==> config.mk <==
export PLATFORM = sky130hd
export DESIGN_NAME = bcd_conv_arbiter_flat
export DESIGN_NICKNAME = d
export VERILOG_FILES = /design/src/rtl/bcd_conv_arbiter_if.sv /design/src/rtl/bcd_conv_arbiter.sv /design/src/flat_wrapper.sv
export SDC_FILE = /design/constraint.sdc
export NUM_CORES = 1
export LEC_CHECK = 0
export BUFFER_PORTS_ARGS = -buffer_cell sky130_fd_sc_hd__buf_4
export CAP_MARGIN = 20
export CORE_UTILIZATION = 49
export CTS_BUF_LIST = sky130_fd_sc_hd__clkbuf_8
export CTS_CLUSTER_DIAMETER = 40
export DETAILED_ROUTE_END_ITERATION = 12
export PLACE_DENSITY_LB_ADDON = 0.05
export SKIP_CTS_REPAIR_TIMING = 1
export SYNTH_ARGS = -nofsm -noshare
export SYNTH_HDL_FRONTEND = slang
export SYNTH_SLANG_ARGS = --single-unit
==> constraint.sdc <==
create_clock -name clk_i -period 1.75 [get_ports clk_i]
set_input_delay 0.175 -clock clk_i [delete_from_list [all_inputs] [get_ports clk_i]]
set_output_delay 0.175 -clock clk_i [all_outputs]
set_load 0.01 [all_outputs]
==> src/rtl/bcd_conv_arbiter_if.sv <==
//==============================================================================
// Module      : bcd_conv_arbiter_if
// Description : Start/done handshake bundle between the arbiter and the shared
//               binary-to-BCD converter.
// Revision    : 1.0 - initial release
//==============================================================================
`default_nettype none

interface bcd_conv_arbiter_if;
    logic       conv_start_o;
    logic [6:0] conv_bin_o;
    logic       conv_done_i;
    logic [3:0] conv_tens_i;
    logic [3:0] conv_ones_i;

    modport master (
        output conv_start_o,
        output conv_bin_o,
        input  conv_done_i,
        input  conv_tens_i,
        input  conv_ones_i
    );

    modport slave (
        input  conv_start_o,
        input  conv_bin_o,
        output conv_done_i,
        output conv_tens_i,
        output conv_ones_i
    );
endinterface

`default_nettype wire

==> src/rtl/bcd_conv_arbiter.sv <==
//==============================================================================
// Module      : bcd_conv_arbiter
// Description : Round-robin sharing of one multi-cycle binary-to-BCD converter
//               between NUM_REQ score channels, with per-channel digit registers.
//               Optional converter watchdog enabled by macro CONV_TIMEOUT_EN.
// Revision    : 1.0 - initial release
//==============================================================================
`default_nettype none

module bcd_conv_arbiter #(
    parameter int NUM_REQ     = 2,
    parameter int TIMEOUT_CYC = 64
) (
    input  wire logic                   clk_i,
    input  wire logic                   rst_n_i,
    input  wire logic [NUM_REQ-1:0]     req_i,
    input  wire logic [7*NUM_REQ-1:0]   bin_i,
    output logic      [NUM_REQ-1:0]     ack_o,
    output logic      [4*NUM_REQ-1:0]   tens_o,
    output logic      [4*NUM_REQ-1:0]   ones_o,
    output logic                        busy_o,
    output logic                        timeout_o,
    bcd_conv_arbiter_if.master          conv
);

    localparam int c_GW = (NUM_REQ > 1) ? $clog2(NUM_REQ) : 1;

    generate
        if (NUM_REQ < 2 || NUM_REQ > 8 || TIMEOUT_CYC < 1) begin : g_param_check
            $error("bcd_conv_arbiter: illegal parameter value");
        end
    endgenerate

    typedef enum logic [1:0] {
        S_IDLE  = 2'd0,
        S_ISSUE = 2'd1,
        S_WAIT  = 2'd2,
        S_WRITE = 2'd3
    } state_t;

    state_t                 r_state;
    logic [c_GW-1:0]        r_grant;
    logic [c_GW-1:0]        r_last_grant;
    logic [6:0]             r_conv_bin;
    logic                   r_conv_start;
    logic [NUM_REQ-1:0]     r_ack;
    logic [4*NUM_REQ-1:0]   r_tens;
    logic [4*NUM_REQ-1:0]   r_ones;

    logic [c_GW-1:0]        w_next_grant;
    logic [c_GW-1:0]        w_idx;
    logic                   w_any_req;
    logic [6:0]             w_sel_bin;
    logic [6:0]             w_sat_bin;

`ifdef CONV_TIMEOUT_EN
    localparam int c_CNT_W = $clog2(TIMEOUT_CYC + 1);
    logic [c_CNT_W-1:0]     r_wait_cnt;
    logic                   r_timeout;
`endif

    // Walk offsets from the far end back to +1 so the nearest requester above
    // last_grant is the final (winning) assignment.
    always_comb begin
        w_any_req    = |req_i;
        w_next_grant = r_last_grant;
        w_idx        = '0;
        for (int i = NUM_REQ; i >= 1; i--) begin
            w_idx = c_GW'((int'(r_last_grant) + i) % NUM_REQ);
            if (req_i[w_idx]) begin
                w_next_grant = w_idx;
            end
        end
        w_sel_bin = bin_i[int'(w_next_grant)*7 +: 7];
        w_sat_bin = (w_sel_bin > 7'd99) ? 7'd99 : w_sel_bin;
    end

    always_ff @(posedge clk_i or negedge rst_n_i) begin
        if (!rst_n_i) begin
            r_state      <= S_IDLE;
            r_grant      <= '0;
            r_last_grant <= c_GW'(NUM_REQ - 1);
            r_conv_bin   <= '0;
            r_conv_start <= 1'b0;
            r_ack        <= '0;
            r_tens       <= '0;
            r_ones       <= '0;
`ifdef CONV_TIMEOUT_EN
            r_wait_cnt   <= '0;
            r_timeout    <= 1'b0;
`endif
        end else begin
            r_ack        <= '0;
            r_conv_start <= 1'b0;
`ifdef CONV_TIMEOUT_EN
            r_timeout    <= 1'b0;
`endif
            case (r_state)
                S_IDLE: begin
                    if (w_any_req) begin
                        r_grant      <= w_next_grant;
                        r_conv_bin   <= w_sat_bin;
                        r_conv_start <= 1'b1;
                        r_state      <= S_ISSUE;
                    end
                end
                S_ISSUE: begin
`ifdef CONV_TIMEOUT_EN
                    r_wait_cnt <= '0;
`endif
                    r_state    <= S_WAIT;
                end
                // Digits and ack are loaded on the way into WRITE so they are
                // visible during the WRITE cycle itself.
                S_WAIT: begin
                    if (conv.conv_done_i) begin
                        r_tens[int'(r_grant)*4 +: 4] <= conv.conv_tens_i;
                        r_ones[int'(r_grant)*4 +: 4] <= conv.conv_ones_i;
                        r_ack[r_grant]               <= 1'b1;
                        r_state                      <= S_WRITE;
                    end
`ifdef CONV_TIMEOUT_EN
                    else if (r_wait_cnt == c_CNT_W'(TIMEOUT_CYC - 1)) begin
                        r_tens[int'(r_grant)*4 +: 4] <= 4'hE;
                        r_ones[int'(r_grant)*4 +: 4] <= 4'hE;
                        r_ack[r_grant]               <= 1'b1;
                        r_timeout                    <= 1'b1;
                        r_state                      <= S_WRITE;
                    end else begin
                        r_wait_cnt <= r_wait_cnt + c_CNT_W'(1);
                    end
`endif
                end
                S_WRITE: begin
                    r_last_grant <= r_grant;
                    r_state      <= S_IDLE;
                end
                default: r_state <= S_IDLE;
            endcase
        end
    end

    assign ack_o             = r_ack;
    assign tens_o            = r_tens;
    assign ones_o            = r_ones;
    assign busy_o            = (r_state != S_IDLE);
    assign conv.conv_start_o = r_conv_start;
    assign conv.conv_bin_o   = r_conv_bin;

`ifdef CONV_TIMEOUT_EN
    assign timeout_o = r_timeout;
`else
    assign timeout_o = 1'b0;
`endif

endmodule

`default_nettype wire

==> src/flat_wrapper.sv <==
// flat-port wrapper written by rule: the top's interface ports become plain ports
module bcd_conv_arbiter_flat 
#(
    parameter int NUM_REQ     = 2,
    parameter int TIMEOUT_CYC = 64
)
  (clk_i, rst_n_i, req_i, bin_i, ack_o, tens_o, ones_o, busy_o, timeout_o, conv_conv_start_o, conv_conv_bin_o, conv_conv_done_i, conv_conv_tens_i, conv_conv_ones_i);
  bcd_conv_arbiter_if conv_i ();
  input  wire logic clk_i;
  input  wire logic rst_n_i;
  input  wire logic [NUM_REQ-1:0] req_i;
  input  wire logic [7*NUM_REQ-1:0] bin_i;
  output logic      [NUM_REQ-1:0] ack_o;
  output logic      [4*NUM_REQ-1:0] tens_o;
  output logic      [4*NUM_REQ-1:0] ones_o;
  output logic busy_o;
  output logic timeout_o;
  output wire logic [$bits(conv_i.conv_start_o)-1:0] conv_conv_start_o;
  output wire logic [$bits(conv_i.conv_bin_o)-1:0] conv_conv_bin_o;
  input wire logic [$bits(conv_i.conv_done_i)-1:0] conv_conv_done_i;
  input wire logic [$bits(conv_i.conv_tens_i)-1:0] conv_conv_tens_i;
  input wire logic [$bits(conv_i.conv_ones_i)-1:0] conv_conv_ones_i;
  assign conv_conv_start_o = conv_i.conv_start_o;
  assign conv_conv_bin_o = conv_i.conv_bin_o;
  assign conv_i.conv_done_i = conv_conv_done_i;
  assign conv_i.conv_tens_i = conv_conv_tens_i;
  assign conv_i.conv_ones_i = conv_conv_ones_i;
  bcd_conv_arbiter #(.NUM_REQ(NUM_REQ), .TIMEOUT_CYC(TIMEOUT_CYC)) u_core (.clk_i(clk_i), .rst_n_i(rst_n_i), .req_i(req_i), .bin_i(bin_i), .ack_o(ack_o), .tens_o(tens_o), .ones_o(ones_o), .busy_o(busy_o), .timeout_o(timeout_o), .conv(conv_i));
endmodule
Yosys cells after proc, flatten, opt, wreduce, memory -nomap -nowiden. Index checks and enable logic that the tools add are counted.

Register bits: 30. Latch bits: 0. Bits in writable memories: 0. ROM bits: 0. Input port bits: 27. Logic and storage cells: 51. Memories kept: 0.

Add/sub/neg operators: 3. $mul: 1. Div/mod/pow operators: 0. Magnitude comparators: 5. Equality and inequality tests: 5. Shift-type cells: 4. Mux-type cells: 18. Bitwise logic cells: 0. Reductions and logical operators: 7.

Operators with widths (number): 4-bit by 33-bit indexed part select with 8-bit output (2); 3-bit negation with 33-bit output (1); 4-bit by 33-bit variable shift with 8-bit output, first input constant (1); 14-bit by 32-bit indexed part select with 7-bit output (1); 8-bit bitwise mux (2); 1-bit 2-to-1 mux (9); 2-bit 2-to-1 mux (4); 2-bit one-hot mux with 4 select lines (1); 7-bit > comparator, second input constant (1); 7-bit 2-to-1 mux (1); 1-bit by 2-bit < comparator with 1-bit output, second input constant (3); 2-bit AND reduction (3); 2-bit == test, second input constant (2); 1-bit by 3-bit multiplier with 4-bit output, second input constant (1); 1-bit adder, second input constant (2); 2-bit by 1-bit == test with 1-bit output, second input constant (1); 2-bit zero test (1); 2-bit by 1-bit inequality test with 1-bit output, second input constant (1); 2-bit inequality test, second input constant (1); 2-bit nonzero test (1); 2-bit OR reduction (1); 1-bit demux with 1-bit select (1); 1-bit greater-or-equal comparator, second input constant (1); 1-bit logical AND (1).

Depth between registers and ports, before layout. Gate-level depths: netlist of the first run.

Word-level depth: 9. Gate-level depth with buffers: 6.

Worst setup path before layout of the first run. Ideal clock, no wire load.

Path type: reg-to-reg. Start: reg u_core.r_last_grant. End: reg u_core.r_conv_bin[0], in the netlist u_core.conv.conv_bin_o[0]. Library setup time: 0.088 ns. Arrival time: 1.321 ns. Data required time: 1.662 ns. Slack: 0.341 ns. Cell stages (with the launch flop): 5. Clock period less this slack: 1.409 ns. Cells stage by stage: dfstp_2 nor2_2 a21oi_2 mux2_2 a41oi_1.

Longest elaborated chain between the ends: 9. Elaborated cells between the ends (all ways): 12. Those cells by class: add/sub: 2; mul: 1; order compare: 1; shift: 1; mux: 7.

Ends and longest elaborated chain: from (decl) (RTL line bcd_conv_arbiter.sv:43) `logic [c_GW-1:0] r_last_grant;`; from (signal assigned) (RTL line bcd_conv_arbiter.sv:82) `r_last_grant <= c_GW'(NUM_REQ - 1);`; from (signal assigned) (RTL line bcd_conv_arbiter.sv:135) `r_last_grant <= r_grant;`; 1-bit adder (RTL line bcd_conv_arbiter.sv:69) `w_idx = c_GW'((int'(r_last_grant) + i) % NUM_REQ);`; 1-bit 2-to-1 mux (implied by the code) (2 in a row) (RTL line bcd_conv_arbiter.sv:70) `if (req_i[w_idx]) begin`; 1-bit 2-to-1 mux (RTL line bcd_conv_arbiter.sv:70); 1-bit 2-to-1 mux (*) (RTL line bcd_conv_arbiter.sv:70); 1-bit by 3-bit multiplier with 4-bit output (*) (RTL line bcd_conv_arbiter.sv:74) `w_sel_bin = bin_i[int'(w_next_grant)*7 +: 7];`; 14-bit by 32-bit indexed part select with 7-bit output (*) (RTL line bcd_conv_arbiter.sv:74); 7-bit > comparator (RTL line bcd_conv_arbiter.sv:75) `w_sat_bin = (w_sel_bin > 7'd99) ? 7'd99 : w_sel_bin;`; 7-bit 2-to-1 mux (*) (RTL line bcd_conv_arbiter.sv:75); to (signal assigned) (RTL line bcd_conv_arbiter.sv:102) `r_conv_bin <= w_sat_bin;`; to (decl) (RTL line bcd_conv_arbiter.sv:44) `logic [6:0] r_conv_bin;`.

Every way passes the cells marked *; elsewhere a longest branch is shown, timed or not. The select of a mux whose other input is x is not followed. A chain may end at the register's enable or synchronous reset.

Worst setup path after layout of the first run.
Start: reg u_core.r_state[0]. End: reg u_core.r_ones[7], in the netlist u_core.ones_o[7].

Longest elaborated chain between the ends: 2.

Ends and longest elaborated chain: from (decl) (RTL line bcd_conv_arbiter.sv:41) `state_t r_state;`; from (signal assigned) (RTL line bcd_conv_arbiter.sv:80) `r_state <= S_IDLE;`; from (signal assigned) (RTL line bcd_conv_arbiter.sv:104) `r_state <= S_ISSUE;`; from (signal assigned) (RTL line bcd_conv_arbiter.sv:111) `r_state <= S_WAIT;`; 2-bit == test (RTL line bcd_conv_arbiter.sv:98) `case (r_state)`; 2-bit AND reduction (no line); to (signal, indexed assignment) (RTL line bcd_conv_arbiter.sv:118) `r_ones[int'(r_grant)*4 +: 4] <= conv.conv_ones_i;`; to (decl) (RTL line bcd_conv_arbiter.sv:48) `logic [4*NUM_REQ-1:0] r_ones;`.

No other way between the ends.

==> qor.yml, run 1 <==
drc: 0
nNetsFinal: 212
layout_worst_path_cycle_share: 0.883
setup.worst_path.start: "u_core.r_state[0]"
postSynthCellCount: 121
run_status: "completed"
route.antenna.remaining_nets: 0
synth.cell_area_um2: 1300
area_growth_pct: 41.0
final_layout_size_suffix_gt1_frac: 0.421
cts_buffers: 5
register_to_register_setup_slack_ns: 0.20
grt_antenna_before_repair: 0
crit_path_end: "u_core.ones_o[7]"
cts-htree-levels: 2
total_leakage_power_uw: 0.000965
worst-endpoint-arrival_ns: 1.70
first_pass_grt_wire_length_um: 4250
clock.fmax_ghz: 0.647
worstPathMaxFanout: 9
pwr_density_cell_nw_per_um2: 1690
floorplan.die.width_um: 53.5
setup_viol_count_final: 0
layout_commonest_cell: "sky130_fd_sc_hd__buf_4"
timing.critical_path.cells: "inv_1, ha_1, nand3_1, mux2_2"
numClockSinks: 30
per_cell_via_count_in_the_routed_design: 5.05
rr_worst_depth: 4
clk_pin_slew_ns: 0.06
timing.max_cap.violations: 0
timing.rr.start: "u_core.r_state[0]"
post-synth-top-area-cell: "sky130_fd_sc_hd__dfrtp_1"
cts_tree: "built"
post_synthesis_cell_type_count: 25
num_io_pins: 55
critical_path_rt_ns: 1.91
drv_slew: 0
cts_root_buf: "sky130_fd_sc_hd__clkbuf_8"
die_area_um2: 2870
ys.warnings.count: 0
vdd_drop_max_uv: 1110
cts-root-to-sink-buffers: 2
place.detailed.hpwl_um: 2110
insertedDiodeCount: 0
crit_slowest_cell: "sky130_fd_sc_hd__dfrtp_1"
average_footprint_of_a_synthesized_cell_um2: 10.8
grt.overflow.total: 0
row_count: 18
ys_ff_latch: 30
initial_core_util: 0.521
overall_global_routing_resource_usage: 0.220
synth-seq-area-share: 0.578
postPlaceCellArea_um2: 1730
finalCriticalPeriod_ns: 1.55
path_depth: 4
drt_wl_total_um: 2740
critPathCaptureType: "flop"
fp.coreArea_um2: 2500
regToRegEndpoint: "u_core.ones_o[7]"
area_share_of_the_largest_cell_type_after_synthesis: 0.558
worst_hold_path_type: "input pin to flop"
routabilityCongestion: 0.744
cp_top_family: "flip-flops"
ys_top_cells_by_area: "sky130_fd_sc_hd__dfrtp_1 (56%), sky130_fd_sc_hd__nand2_1 (11%), sky130_fd_sc_hd__mux2_2 (8.7%), sky130_fd_sc_hd__mux2i_1 (3.1%), sky130_fd_sc_hd__ha_1 (2.9%)"
final_cell_mix: "sky130_fd_sc_hd__buf_4 (55), sky130_fd_sc_hd__nand2_1 (39), sky130_fd_sc_hd__dfrtp_1 (29)"
drt_iter0_drc: 7
worst_path_largest_cell_delay_ns: 0.40
largest_net_degree_at_the_start_of_global_routing: 31
worstSetupPathType: "flop to flop"
place.port_buffers: 53
startpoint_type: "flop"
die_h_um: 53.5
dr.pass1.iters: 6
hold_fails_final_rpt: 0
net_count_after_synthesis: 151
cp_num_buf_inv: 1
hold_start: "conv_conv_tens_i[3]"
first_global_vias: 1024
finalSetupTns_ns: 0
route.vias.total: 1076
finish.instance_area_um2: 1830
rsz0062_at_grt: "false"
clock_latency_ns: 0.27
wl_per_cell_um: 12.9
worst_clock_skew_ns: 0.00382
-- where the power goes --
part	internal (uW)	total [uW]	leakage [uW]	switching (uW)
Sequential	1020	1210	0.000367	186
Combinational	703	1350	0.000545	648
Clock	310	543	0.0000524	233
-- sequential cells by signal, summed over array words and instances, names as in the netlist --
name,flops
u_core.ack_o,2
u_core.conv.conv_bin_o,7
u_core.conv.conv_start_o,1
u_core.ones_o,8
u_core.r_grant,1
u_core.r_last_grant,1
u_core.r_state,2
u_core.tens_o,8
-- cells in the mapped netlist --
| master | number |
|---|---|
| sky130_fd_sc_hd__a21o_1 | 1 |
| sky130_fd_sc_hd__a21oi_1 | 1 |
| sky130_fd_sc_hd__a21oi_2 | 1 |
| sky130_fd_sc_hd__a2bb2oi_1 | 1 |
| sky130_fd_sc_hd__a31oi_1 | 2 |
| sky130_fd_sc_hd__a41oi_1 | 2 |
| sky130_fd_sc_hd__buf_4 | 1 |
| sky130_fd_sc_hd__buf_6 | 1 |
| sky130_fd_sc_hd__clkinv_1 | 2 |
| sky130_fd_sc_hd__conb_1 | 1 |
| sky130_fd_sc_hd__dfrtp_1 | 29 |
| sky130_fd_sc_hd__dfstp_2 | 1 |
| sky130_fd_sc_hd__ha_1 | 3 |
| sky130_fd_sc_hd__inv_1 | 5 |
| sky130_fd_sc_hd__mux2_2 | 10 |
| sky130_fd_sc_hd__mux2i_1 | 4 |
| sky130_fd_sc_hd__nand2_1 | 39 |
| sky130_fd_sc_hd__nand3_1 | 1 |
| sky130_fd_sc_hd__nand3b_2 | 1 |
| sky130_fd_sc_hd__nor2_1 | 6 |
| sky130_fd_sc_hd__nor2_2 | 1 |
| sky130_fd_sc_hd__o21ai_0 | 2 |
| sky130_fd_sc_hd__o21ai_2 | 1 |
| sky130_fd_sc_hd__o311ai_0 | 2 |
| sky130_fd_sc_hd__o31ai_1 | 3 |
-- how the worst min path moves through the flow --
stage                  endpoint  slack, ns  cells past startpoint
6_report       u_core.tens_o[3]       0.10                      3
2_1_floorplan   u_core.ack_o[0]      -0.12                      0
5_1_grt        u_core.tens_o[2]       0.10                      3
4_1_cts        u_core.tens_o[1]      -0.18                      1
3_5_place_dp   u_core.ones_o[2]       0.12                      1
3_3_place_gp   u_core.ones_o[2]       0.12                      1
-- tightest hold or removal path, stage by stage --
cell and delay, ns:
sky130_fd_sc_hd__buf_4 0.08, sky130_fd_sc_hd__nand2_1 0.04, sky130_fd_sc_hd__nand2_1 0.05
-- cell families after synthesis --
group / count (synthesis) / synth area share
simple gates: 48 / 0.147
flops: 30 / 0.578
compound gates: 16 / 0.0914
mux: 14 / 0.117
buf+inv: 9 / 0.0346
fa+ha+maj: 3 / 0.0288
other cells: 1 / 0.00288
-- per-layer routing --
layer,GRT usage,vias up,part of all wire
li1,-,523,-
met5,0,-,0
met4,0.127,0,0.018
met1,0.224,504,0.41
met2,0.385,43,0.51
met3,0.0791,6,0.055
-- stage by stage --
stage	hold slack [ns]	power [uW]	instances	setup slack, ns	utilization
global placement	0.119	2520	204	0.292	0.693
global route	0.102	3340	213	0.0927	0.734
CTS	-0.179	3140	212	0.195	0.730
detailed placement	0.125	2580	204	0.202	0.693
floorplan	-0.121	1930	121	0.341	-
finish	0.102	3100	213	0.204	0.734
-- final cells by class --
type	instances	area [um^2]
clock buffer	6	82.6
clock inverter	2	8.76
fill	186	666
inverter	7	26.3
multi-input combinational	82	504
sequential	30	752
tap	30	37.5
timing repair buffer	56	423
(Power assumes the default switching activity.)
==> run 2: changes to the inputs <==
Settings changed: CORE_ASPECT_RATIO set to 1.2, SLEW_MARGIN set to 10.
==> run 2 against run 1 <==
  * Register-to-register slack improved by 0.03 ns
  * Hold slack got worse by 0.012 ns
  * Fmax rose by 1.8%
  * Sequential cell count did not move
  * Setup slack gained 0.027 ns
  * Clock skew shrank 0.0015 ns
  * Die area barely moved
  * Cell area increased by 0.75%
  * First-iteration DRC count rose by 140%
  * Via count down 1.2%
  * Global-route usage increased by 0.082 points
  * Critical endpoint is now u_core.conv.conv_bin_o[4]
  * Largest cell class unchanged
  * Largest power group unchanged
==> qor.yml, run 2 (synthesis results as in run 1) <==
final_critical_path_setup_slack_ns: 0.231
finalCriticalPeriod_ns: 1.52
fillCellCount: 195
insertedDiodeCount: 0
drt_wl_total_um: 2700
fp.coreArea_um2: 2530
total_leakage_power_uw: 0.000966
cts_root_buf: "sky130_fd_sc_hd__clkbuf_8"
numClockSinks: 30
run_status: "completed"
finalSetupTns_ns: 0
first_global_vias: 1022
place.port_buffers: 53
startpoint_type: "flop"
rsz0062_at_grt: "false"
wl_per_cell_um: 12.6
clk_pin_slew_ns: 0.06
post-place-ws_ns: 0.225
routabilityCongestion: 0.703
per_cell_via_count_in_the_routed_design: 4.94
final_cell_mix: "sky130_fd_sc_hd__buf_4 (54), sky130_fd_sc_hd__nand2_1 (39), sky130_fd_sc_hd__dfrtp_1 (29)"
route.vias.total: 1063
fin_worst_hold_slack_ns: 0.0896
clock_latency_ns: 0.28
place.detailed.hpwl_um: 2070
row_count: 20
overall_global_routing_resource_usage: 0.221
route.antenna.remaining_nets: 0
layout_worst_path_cycle_share: 0.868
grt_antenna_before_repair: 0
critPathCaptureType: "flop"
largest_net_degree_at_the_start_of_global_routing: 31
cp_num_buf_inv: 0
grt.overflow.total: 0
cp_top_family: "flip-flops"
worst_clock_skew_ns: 0.00235
drv_slew: 0
cts-root-to-sink-buffers: 2
worstSetupPathType: "flop to flop"
vdd_drop_max_uv: 1250
hold_fails_final_rpt: 0
timing.max_cap.violations: 0
drc: 0
cts-htree-levels: 2
setup_viol_count_final: 0
worst_path_largest_cell_delay_ns: 0.57
area_growth_pct: 42.0
worstPathMaxFanout: 8
cts_buffers: 5
power.total_uw: 3220
initial_core_util: 0.515
num_io_pins: 55
layout_commonest_cell: "sky130_fd_sc_hd__buf_4"
crit_slowest_cell: "sky130_fd_sc_hd__dfstp_2"
clock.fmax_ghz: 0.658
critical_path_rt_ns: 1.90
floorplan.die.width_um: 49.0
dr.pass1.iters: 4
die_h_um: 58.5
die_area_um2: 2870
first_pass_grt_wire_length_um: 4600
pwr_density_cell_nw_per_um2: 1740
worst-endpoint-arrival_ns: 1.67
final_layout_size_suffix_gt1_frac: 0.423
cts_tree: "built"
nNetsFinal: 211
worst_hold_path_type: "input pin to flop"
drt_iter0_drc: 17
timing.critical_path.cells: "a21o_1, mux2i_1, o31ai_1"
## run 2: final timing paths
path	end	slack (ns)	startpoint	cells past startpoint
worst max-delay path	u_core.conv.conv_bin_o[4]	0.23	u_core.r_last_grant	3
worst min-delay path	u_core.tens_o[3]	0.09	conv_conv_tens_i[3]	3
worst max register to register	u_core.conv.conv_bin_o[4]	0.23	u_core.r_last_grant	3
worst min register to register	u_core.ones_o[3]	0.48	u_core.ones_o[3]	2
max in group asynchronous	u_core.r_last_grant	1.08	rst_n_i	2
min in group asynchronous	u_core.tens_o[7]	0.35	rst_n_i	2
## run 2: where the power goes
part	internal (uW)	leakage [uW]	switching, uW	total, uW
Combinational	693	0.000541	633	1330
Clock	418	0.0000579	264	682
Sequential	1020	0.000367	183	1210
## run 2: worst register-to-register path, cell delays in order (launching register included)
cell	delay, ns
sky130_fd_sc_hd__dfstp_2	0.57
sky130_fd_sc_hd__a21o_1	0.30
sky130_fd_sc_hd__mux2i_1	0.40
sky130_fd_sc_hd__o31ai_1	0.13
## run 2: area by class of cell
cell class,instances,area [um^2],share of cell area
clock inverter,3,40.0,0.0217
clock buffer,5,68.8,0.0372
timing repair buffer,55,415,0.225
sequential,30,752,0.407
inverter,7,26.3,0.0142
tap,33,41.3,0.0223
multi-input combinational,82,504,0.273
## run 2: metal layers
layer	track usage	routed length (um)
met5	0	0
met4	0.126	55
met3	0.0594	146
met2	0.405	1470
met1	0.228	1030
## run 2: metrics by stage
stage / instance area, um^2 / cells / util
6_report: 1850 / 215 / 0.731
5_1_grt: 1850 / 215 / 0.731
4_1_cts: 1840 / 214 / 0.727
3_5_place_dp: 1730 / 206 / 0.684
3_3_place_gp: 1730 / 206 / 0.684
2_1_floorplan: 1300 / 121 / -
==> run 3: changes to the inputs <==
==> constraint.sdc (replaced) <==
create_clock -name clk_i -period 1.75 [get_ports clk_i]
set_input_delay 0.35 -clock clk_i [delete_from_list [all_inputs] [get_ports clk_i]]
set_output_delay 0.35 -clock clk_i [all_outputs]
set_load 0.01 [all_outputs]
==> run 3 against run 2 <==
  * The run now ends with negative hold slack left
  * Die area stayed put
  * Critical path depth is 1 higher
  * Highest routed layer unchanged
  * Power is 4.1% lower
  * Register-to-register slack worse by 0.06 ns
  * Final cell count is 0.47% lower
  * Largest power group unchanged
  * Critical path type unchanged
  * Hold slack worse by 0.098 ns
  * Clock skew is 0.00097 ns lower
==> qor.yml, run 3 (synthesis results as in run 1) <==
worstPathMaxFanout: 9
first_pass_grt_wire_length_um: 4480
nNetsFinal: 210
cts_buffers: 5
violated_checks: "negative hold slack"
cp_num_buf_inv: 1
die_area_um2: 2870
routabilityCongestion: 0.719
worst-endpoint-arrival_ns: 1.74
pwr_density_cell_nw_per_um2: 1700
grt_antenna_before_repair: 0
postPlaceCellArea_um2: 1730
run_status: "complete, but fails checks"
grt.overflow.total: 0
rr_worst_depth: 4
final_cell_mix: "sky130_fd_sc_hd__buf_4 (54), sky130_fd_sc_hd__nand2_1 (39), sky130_fd_sc_hd__dfrtp_1 (29)"
worst_hold_path_type: "input pin to async pin"
critical_path_rt_ns: 1.91
regToRegEndpoint: "u_core.tens_o[4]"
register_to_register_setup_slack_ns: 0.17
route.antenna.remaining_nets: 0
area_growth_pct: 39.8
first_global_vias: 1022
setup.worst_path.start: "u_core.r_state[0]"
finalCriticalPeriod_ns: 1.58
setup_viol_count_final: 0
insertedDiodeCount: 0
numClockSinks: 30
largest_net_degree_at_the_start_of_global_routing: 31
per_cell_via_count_in_the_routed_design: 5.04
clock_latency_ns: 0.27
cp_top_family: "multiplexers"
wl_met2_um: 1450
drv_slew: 0
worstSetupPathType: "flop to flop"
total_leakage_power_uw: 0.000958
rsz0062_at_grt: "false"
startpoint_type: "flop"
timing.max_cap.violations: 0
overall_global_routing_resource_usage: 0.215
crit_slowest_cell: "sky130_fd_sc_hd__mux2_2"
initial_core_util: 0.515
place.detailed.hpwl_um: 2060
hold_fails_final_rpt: 29
worst_clock_skew_ns: 0.00138
clock.fmax_ghz: 0.633
layout_commonest_cell: "sky130_fd_sc_hd__buf_4"
row_count: 20
layout_worst_path_cycle_share: 0.902
timing.rr.start: "u_core.r_state[0]"
layout_cells_excl_fill: 214
vdd_drop_max_uv: 1040
fin_worst_hold_slack_ns: -0.00807
drc: 0
floorplan.die.width_um: 49.0
drt_iter0_drc: 20
cts_root_buf: "sky130_fd_sc_hd__clkbuf_8"
top_layer_used: "met4"
wl_per_cell_um: 12.6
timing.critical_path.cells: "inv_1, ha_1, nand3_1, mux2_2"
place.port_buffers: 53
finalSetupTns_ns: 0
finish.instance_area_um2: 1820
dr.pass1.iters: 4
path_depth: 4
wirelength_met1_um: 1070
cts_tree: "built"
num_io_pins: 55
drt_wl_total_um: 2700
cts-root-to-sink-buffers: 2
critPathCaptureType: "flop"
detailroute.wirelength.met3_um: 137
die_h_um: 58.5
post-place-cells: 206
crit_path_end: "u_core.tens_o[4]"
fp.coreArea_um2: 2530
final_layout_size_suffix_gt1_frac: 0.414
clk_pin_slew_ns: 0.06
cts-htree-levels: 2
worst_path_largest_cell_delay_ns: 0.41
route.vias.total: 1078
==> run 3: cell count changes in the layout (fill, tap and decap cells not counted), sizes merged <==
| cell | before | now |
|---|---|---|
| clkinv | 4 | 2 |
| inv | 5 | 7 |
| bufinv | 1 | 0 |
| clkbuf | 5 | 6 |
| dlygate4sd3 | 1 | 0 |
==> run 3: how the worst min path moves through the flow <==
| stage | startpoint | endpoint | cells past startpoint |
|---|---|---|---|
| 2_1_floorplan | rst_n_i | u_core.ack_o[0] | 0 |
| 5_1_grt | rst_n_i | u_core.conv.conv_bin_o[4] | 1 |
| 3_5_place_dp | rst_n_i | u_core.ones_o[2] | 1 |
| 6_report | rst_n_i | u_core.r_state[1] | 1 |
| 4_1_cts | rst_n_i | u_core.ones_o[2] | 1 |
| 3_3_place_gp | rst_n_i | u_core.tens_o[6] | 1 |
==> run 3: final cells by class <==
class	count	area, um^2
tap	33	41.3
clock buffer	6	82.6
clock inverter	2	7.51
sequential	30	752
timing repair buffer	54	405
multi-input combinational	82	504
fill	206	708
inverter	7	26.3
==> run 3: metrics by stage <==
stage,utilization,setup slack (ns),power (uW)
after global placement,0.684,0.257,2510
after global routing,0.720,0.0620,3320
final,0.720,0.171,3090
after CTS,0.720,0.161,3120
after floorplan,-,0.341,1930
after detailed placement,0.684,0.173,2560
==> run 3: metal layers <==
metal,up-vias,track usage
met3,5,0.0543
li1,518,-
met1,511,0.239
met5,-,0
met2,44,0.377
met4,0,0.126
==> run 3: power breakdown <==
group	switching, uW	internal, uW
sequential	182	1020
combinational	640	692
clock	239	308
total	1060	2020
